### src/rtl/backtrack_ctrl_pkg.sv
// Shared definitions for the maze backtrack controller: turn codes, FSM encoding, default stack size.
package backtrack_ctrl_pkg;
    localparam int DEPTH_DEFAULT = 49;
    localparam int CW_DEFAULT    = 2;

    localparam logic [1:0] STRAIGHT = 2'b00;
    localparam logic [1:0] LEFT     = 2'b01;
    localparam logic [1:0] RIGHT    = 2'b10;
    localparam logic [1:0] UTURN    = 2'b11;

    typedef enum logic [2:0] {
        S_IDLE,
        S_REC,
        S_PUSH_HI,
        S_PUSH_LO,
        S_POP_HI,
        S_POP_CAP,
        S_MOVE,
        S_DONE
    } state_t;
endpackage

### src/rtl/backtrack_ctrl_turn_invert.sv
// Maps a recorded turn to the turn that retraces it: left and right swap, straight and U-turn are kept.
module turn_invert
    import backtrack_ctrl_pkg::*;
#(
    parameter int CW = CW_DEFAULT
) (
    input  logic [CW-1:0] code_in,
    output logic [CW-1:0] code_out
);
    always_comb begin
        code_out = code_in;
        if (code_in == CW'(LEFT))
            code_out = CW'(RIGHT);
        else if (code_in == CW'(RIGHT))
            code_out = CW'(LEFT);
    end
endmodule

### src/rtl/backtrack_ctrl.sv
// Records turns onto an external edge-triggered stack while exploring, then replays them inverted in LIFO order.
// IDLE/REC: wait / record turns | PUSH_HI/PUSH_LO: push pulse / gap | POP_HI/POP_CAP: pop pulse / capture | MOVE/DONE: execute / finished
module backtrack_ctrl
    import backtrack_ctrl_pkg::*;
#(
    parameter int DEPTH = DEPTH_DEFAULT,
    parameter int CW    = CW_DEFAULT
) (
    input  logic          clk,
    input  logic          rst,
    input  logic          en,
    input  logic          explore,
    input  logic          turn_valid,
    input  logic [CW-1:0] turn_code,
    input  logic          node_done,
    output logic          push,
    output logic [CW-1:0] push_val,
    output logic          pop,
    input  logic [CW-1:0] pop_val,
    output logic          move_valid,
    output logic [CW-1:0] move_code,
    output logic [5:0]    depth,
    output logic          done,
    output logic          err
);
    state_t        state, state_nx;
    logic [CW-1:0] push_val_nx;
    logic [CW-1:0] cap, cap_nx;
    logic [CW-1:0] cap_inv;
    logic [5:0]    depth_nx;
    logic          err_nx;
    logic          full;

    assign full = (depth >= 6'(DEPTH));

    always_ff @(posedge clk or posedge rst) begin
        if (rst) begin
            state    <= S_IDLE;
            push_val <= '0;
            cap      <= '0;
            depth    <= '0;
            err      <= 1'b0;
        end else if (en) begin
            state    <= state_nx;
            push_val <= push_val_nx;
            cap      <= cap_nx;
            depth    <= depth_nx;
            err      <= err_nx;
        end
    end

    always_comb begin
        state_nx    = state;
        push_val_nx = push_val;
        cap_nx      = cap;
        depth_nx    = depth;
        err_nx      = err;
        case (state)
            S_IDLE: begin
                if (explore)
                    state_nx = S_REC;
            end
            S_REC: begin
                if (!explore) begin
                    state_nx = (depth != '0) ? S_POP_HI : S_DONE;
                    if (turn_valid)
                        err_nx = 1'b1;
                end else if (turn_valid) begin
                    if (!full) begin
                        push_val_nx = turn_code;
                        state_nx    = S_PUSH_HI;
                    end else begin
                        err_nx = 1'b1;
                    end
                end
            end
            S_PUSH_HI: begin
                state_nx = S_PUSH_LO;
                if (turn_valid)
                    err_nx = 1'b1;
            end
            S_PUSH_LO: begin
                state_nx = S_REC;
                if (!full)
                    depth_nx = depth + 6'd1;
                if (turn_valid)
                    err_nx = 1'b1;
            end
            S_POP_HI: begin
                state_nx = S_POP_CAP;
            end
            S_POP_CAP: begin
                // pop_val is the stack's registered answer to the pulse in POP_HI
                cap_nx   = pop_val;
                state_nx = S_MOVE;
                if (depth != '0)
                    depth_nx = depth - 6'd1;
            end
            S_MOVE: begin
                if (node_done)
                    state_nx = (depth != '0) ? S_POP_HI : S_DONE;
            end
            S_DONE: begin
                if (explore)
                    state_nx = S_IDLE;
            end
            default: state_nx = S_IDLE;
        endcase
    end

    turn_invert #(.CW(CW)) u_turn_invert (
        .code_in  (cap),
        .code_out (cap_inv)
    );

    assign push       = (state == S_PUSH_HI);
    assign pop        = (state == S_POP_HI);
    assign move_valid = (state == S_MOVE);
    assign move_code  = move_valid ? cap_inv : '0;
    assign done       = (state == S_DONE);
endmodule

### config.mk
export PLATFORM = sky130hd
export DESIGN_NAME = backtrack_ctrl
export DESIGN_NICKNAME = d
export VERILOG_FILES = /design/src/rtl/backtrack_ctrl_pkg.sv /design/src/rtl/backtrack_ctrl_turn_invert.sv /design/src/rtl/backtrack_ctrl.sv
export SDC_FILE = /design/constraint.sdc
export NUM_CORES = 1
export LEC_CHECK = 0
export BUFFER_PORTS_ARGS = -buffer_cell sky130_fd_sc_hd__buf_4
export CAP_MARGIN = 20
export CORE_MARGIN = 3
export CORE_UTILIZATION = 56
export DETAILED_ROUTE_END_ITERATION = 16
export PLACE_DENSITY_LB_ADDON = 0.05
export SETUP_SLACK_MARGIN = 0.2
export SLEW_MARGIN = 20
export SYNTH_ARGS = -nofsm -noshare
export SYNTH_HDL_FRONTEND = slang
export SYNTH_HIERARCHICAL = 1
export SYNTH_SLANG_ARGS = --single-unit
### constraint.sdc
create_clock -name clk -period 4.3 [get_ports clk]
set_input_delay 1.29 -clock clk [delete_from_list [all_inputs] [get_ports clk]]
set_output_delay 1.29 -clock clk [all_outputs]
set_load 0.1 [all_outputs]
### After elaboration in Yosys (flattened, before gate mapping)

Cells that the tools add are included.

* word-level logic and storage cells: 55
* memories kept: 0
* output and inout port bits: 15
* bits in read-only memories: 0
* register bits after elaboration: 14
* bits in latches: 0
* memory bits (writable): 0

* multiplexer cells: 19
* multiply operators: 0
* shifts and indexed selects: 0
* bitwise logic cells: 1
* equal/unequal tests: 17
* div/mod/pow operators: 0
* reductions and logical operators: 10
* magnitude comparators: 1
* add/subtract/negate cells: 2

Operators by type and width (number)
* one-hot mux 3 bit (8 select lines): 1
* two-way mux 3 bit: 6
* equality test 3 bit (second input constant): 4
* two-way mux 6 bit: 2
* one-hot mux 6 bit (2 select lines): 1
* != test 2 bit (second input constant): 5
* != test 3 bit (second input constant): 3
* two-way mux 2 bit: 4
* AND reduction 4 bit: 2
* adder 6 x 1 -> 6 bit (second input constant): 1
* equality test 3 x 2 -> 1 bit (second input constant): 2
* >= comparator 6 bit (second input constant): 1
* AND reduction 6 bit: 1
* nonzero test 6 bit: 1
* subtractor 6 x 1 -> 6 bit (second input constant): 1
* AND reduction 5 bit: 1
* two-way mux 1 bit: 4
* nonzero test 2 bit: 2
* equality test 3 x 1 -> 1 bit (second input constant): 1
* logical NOT 3 bit: 1
* equality test 2 x 1 -> 1 bit (second input constant): 1
* equality test 2 bit (second input constant): 1
* one-hot mux 1 bit (2 select lines): 1
* AND reduction 2 bit: 1
* other kinds (2): 2

### Longest topological paths before layout

* depth after elaboration: 5
* depth in mapped cells: 9
* mapped depth without buffers: 8

### Cells and area by module

The synthesis kept the hierarchy.

Modules (own cells, without submodules)
* backtrack_ctrl: sequential area each 350.3 um^2, times used 1, cells an instance 113, area each 1012.2 um^2
* turn_invert: sequential area each 0.0 um^2, times used 1, cells an instance 2, area each 7.5 um^2

### Worst setup path after synthesis

No wires, ideal clock.

* path kind: register -> output
* from: reg state[2]
* to: out pop
* cell stages (with the launch flop): 4
* path slack: -5 ps
* arrival: 3015 ps
* cells stage by stage: dfrtp_1 clkbuf_1 clkbuf_1 nor3b_1

* word-level cells in the longest chain between the ends: 1

RTL lines
* from (decl): line backtrack_ctrl.sv:26 `state_t state, state_nx;`
* from (signal assigned): line backtrack_ctrl.sv:44 `state <= state_nx;`
* equality test 3 bit: line backtrack_ctrl.sv:117 `assign pop = (state == S_POP_HI);`
* to (decl): line backtrack_ctrl.sv:18 `output logic pop,`

No other way between the ends.

### Worst setup path in the final report

* from: reg state[2]
* to: out move_code[1]

* word-level cells in the longest chain between the ends: 2

RTL lines
* equality test 3 bit: line backtrack_ctrl.sv:118 `assign move_valid = (state == S_MOVE);`
* two-way mux 2 bit: line backtrack_ctrl.sv:119 `assign move_code = move_valid ? cap_inv : '0;`
* to (decl): line backtrack_ctrl.sv:21 `output logic [CW-1:0] move_code,`

No other way between the ends.

==> summary.txt <==
Clock network
  – Latest clock arrival within the worst-skew pair: 0.28 ns
  – H-tree depth: 1
  – Root Driver: clkbuf_4
  – CTS tree: done
  – Post-CTS Setup Bufs: 0
  – Cts bufs inserted: 3
  – Clock transition at path regs: ~0.090 ns
  – Post-CTS resize count: 0
  – Post-CTS Hold Buffers: 0
  – CTS sink count: 14
  – Deepest clock path buffer count: 2

Synthesis
  – Synth cell types: 47
  – Top cells by instance count after synthesis: dfrtp_1, clkbuf_1, a21oi_1
  – Top_reg_cell synth: dfrtp_1
  – Cells after Synth: about 120
  – Most common cell in the synthesized netlist: dfrtp_1
  – #FFs+latches synth: 14
  – Ys async rst share: 100%
  – Syn Std Cell Area: slightly above 1000 sq um
  – Top-area cell type share of the netlist area: 34.4%
  – Cell taking the most area after synthesis: dfrtp_1
  – Synth Area per Inst: 8.87 sq um
  – Register area share after synthesis: 34.4%
  – YS warnings: 6
  – Syn nets: about 130
  – Top cells by area, synth: dfrtp_1, mux2_1, a21oi_1
  – Post-synth EDFFs: 0

Floorplanning
  – Die area: 2370 sq um
  – Initial core utilization: ~63%
  – Placeable Area: around 1600 sq um
  – Site Rows: 14
  – I/O pins: 25
  – Die W: between 40 and 50 um
  – Die Ht: approximately 50 um

Route
  – Remaining DRCs: 0
  – Routed wire length: about 2200 um
  – Wirelength per Cell: around 14 um
  – Detail-routed via count per cell: roughly 6
  – DRT Pass-1 Iters: 4
  – Via count: about 900
  – DR iter-0 viols: 30
  – Final ANT Viol Nets: 0

Global routing
  – Largest net degree at the start of global routing: 19
  – Met1 Usage GRT: 27.0%
  – Initial antenna violation count: 0
  – First-pass GRT wire length: ~3800 um
  – Grt ovf: 0
  – Met3 Resource Use GR: around 4.0%
  – GR peak layer: met2
  – GR Util met2: between 30 and 40%
  – Number of global-route vias before repair: about 830
  – GRT Util Overall: 19.7%

STA
  – Final cycle utilization of the critical path: approximately 70%
  – Setup TNS: 0 ns
  – Final hold viol count: 0
  – Setup ws final: 1.33 ns
  – Slew margin rel.: 63.4%
  – Fmax: approximately 340 MHz
  – RSZ-0062 raised after global routing: false
  – Clk_skew: between 0.008 and 0.009 ns
  – Slew @ Worst Pin: between 0.5 and 0.6 ns
  – Slew Limit Fails: 0
  – # setup viols final: 0
  – Post-layout minimum cycle time: ~3.0 ns

Worst setup path
  – R2R cell count: 8
  – CP startpoint: state[2]
  – Critical path required time: roughly 3.0 ns
  – R2r endpoint: depth[5]
  – Critical path capture point: move_code[1]
  – CP Data Arrival Time: between 1.5 and 2 ns
  – Crit Path Max Fanout: 17
  – Worst setup SP type: register
  – FF-to-FF Start: state[0]
  – Nature of the critical path endpoint: output port
  – R2R Setup Slk: 1.79 ns
  – Worst setup path class: register to output port

Placement
  – Number of port buffers: 24
  – GPL Wtd Cong: between 0.7 and 0.8
  – Dpl ws: between 1.5 and 2 ns
  – Final HPWL DP: between 1500 and 2000 um

Finish
  – Antenna Cells: 0
  – Syn-to-layout area delta: 18.9%
  – Ratio of cells with drive above 1 in the final layout: around 27%
  – Layout Nets: 144

Hold path
  – Hold depth: 1
  – Hold WC Path Type: register to register

Run status
  – Status: complete, no violations

Job
  – Max-Cap Viols: 0
## layout by cell type, fill, tap and decap left out, types with 3 or more instances in the layout
cell,n
a21oi_1,7
buf_4,24
clkbuf_4,3
dfrtp_1,14
inv_1,4
mux2_1,6
nand2_1,6
nand3_1,5
nor2_1,5
nor3_1,3
o21ai_0,5
xnor2_1,4
## metal layers
| metal | up-vias | share of wire (%) |
|---|---|---|
| met1 | 426 | 47 |
| li1 | 445 | - |
| met3 | 4 | 6.0 |
| met2 | 31 | 46 |
| met4 | 0 | 1.1 |
| met5 | - | 0 |
## sequential cells by signal, summed over array words and instances (netlist names)
| name | cells |
|---|---|
| cap | 2 |
| depth | 6 |
| err | 1 |
| push_val | 2 |
| state | 3 |
## how the worst min path moves through the flow
stage / endpoint / start
floorplan: cap[0] / cap[0]
global placement: err / err
detailed placement: err / err
CTS: err / err
global route: err / err
finish: err / err
## cell type report
cell class,count,area (sq um)
Sequential cell,14,350
Fill cell,125,399
Clock buffer,4,36.3
Inverter,5,18.8
Multi-Input combinational cell,84,597
Tap cell,24,30.0
Timing Repair Buffer,24,180
## cell families (layout without fill, tap and decap cells)
family,Yosys count,count (layout),share of synthesized area [%]
flops,14,14,34.4
fa+ha+maj,2,2,2.45
xor+xnor,6,6,5.15
buf+inv,17,33,7.85
mux,7,7,7.61
compound gates,29,29,19.8
simple gates,40,40,22.8
## critical path: stages, from the launching register on
cell	delay [ns]
dfrtp_1	0.63
nand2_1	0.19
nor2_2	0.15
and2_1	0.14
buf_4	0.28
## per-stage QoR
step           std cells  hold WS [ns]  util (%)  cell area [sq um]
3_3_place_gp         151         0.441      73.0               1180
4_1_cts              155         0.469      75.2               1210
5_1_grt              155         0.501      75.2               1210
6_report             155         0.467      75.2               1210
2_1_floorplan        115         0.462         -               1030
3_5_place_dp         151         0.447      73.0               1180
Power is not shown: default switching activity piles up to over one toggle a cycle in this logic, so the estimate is an artifact.
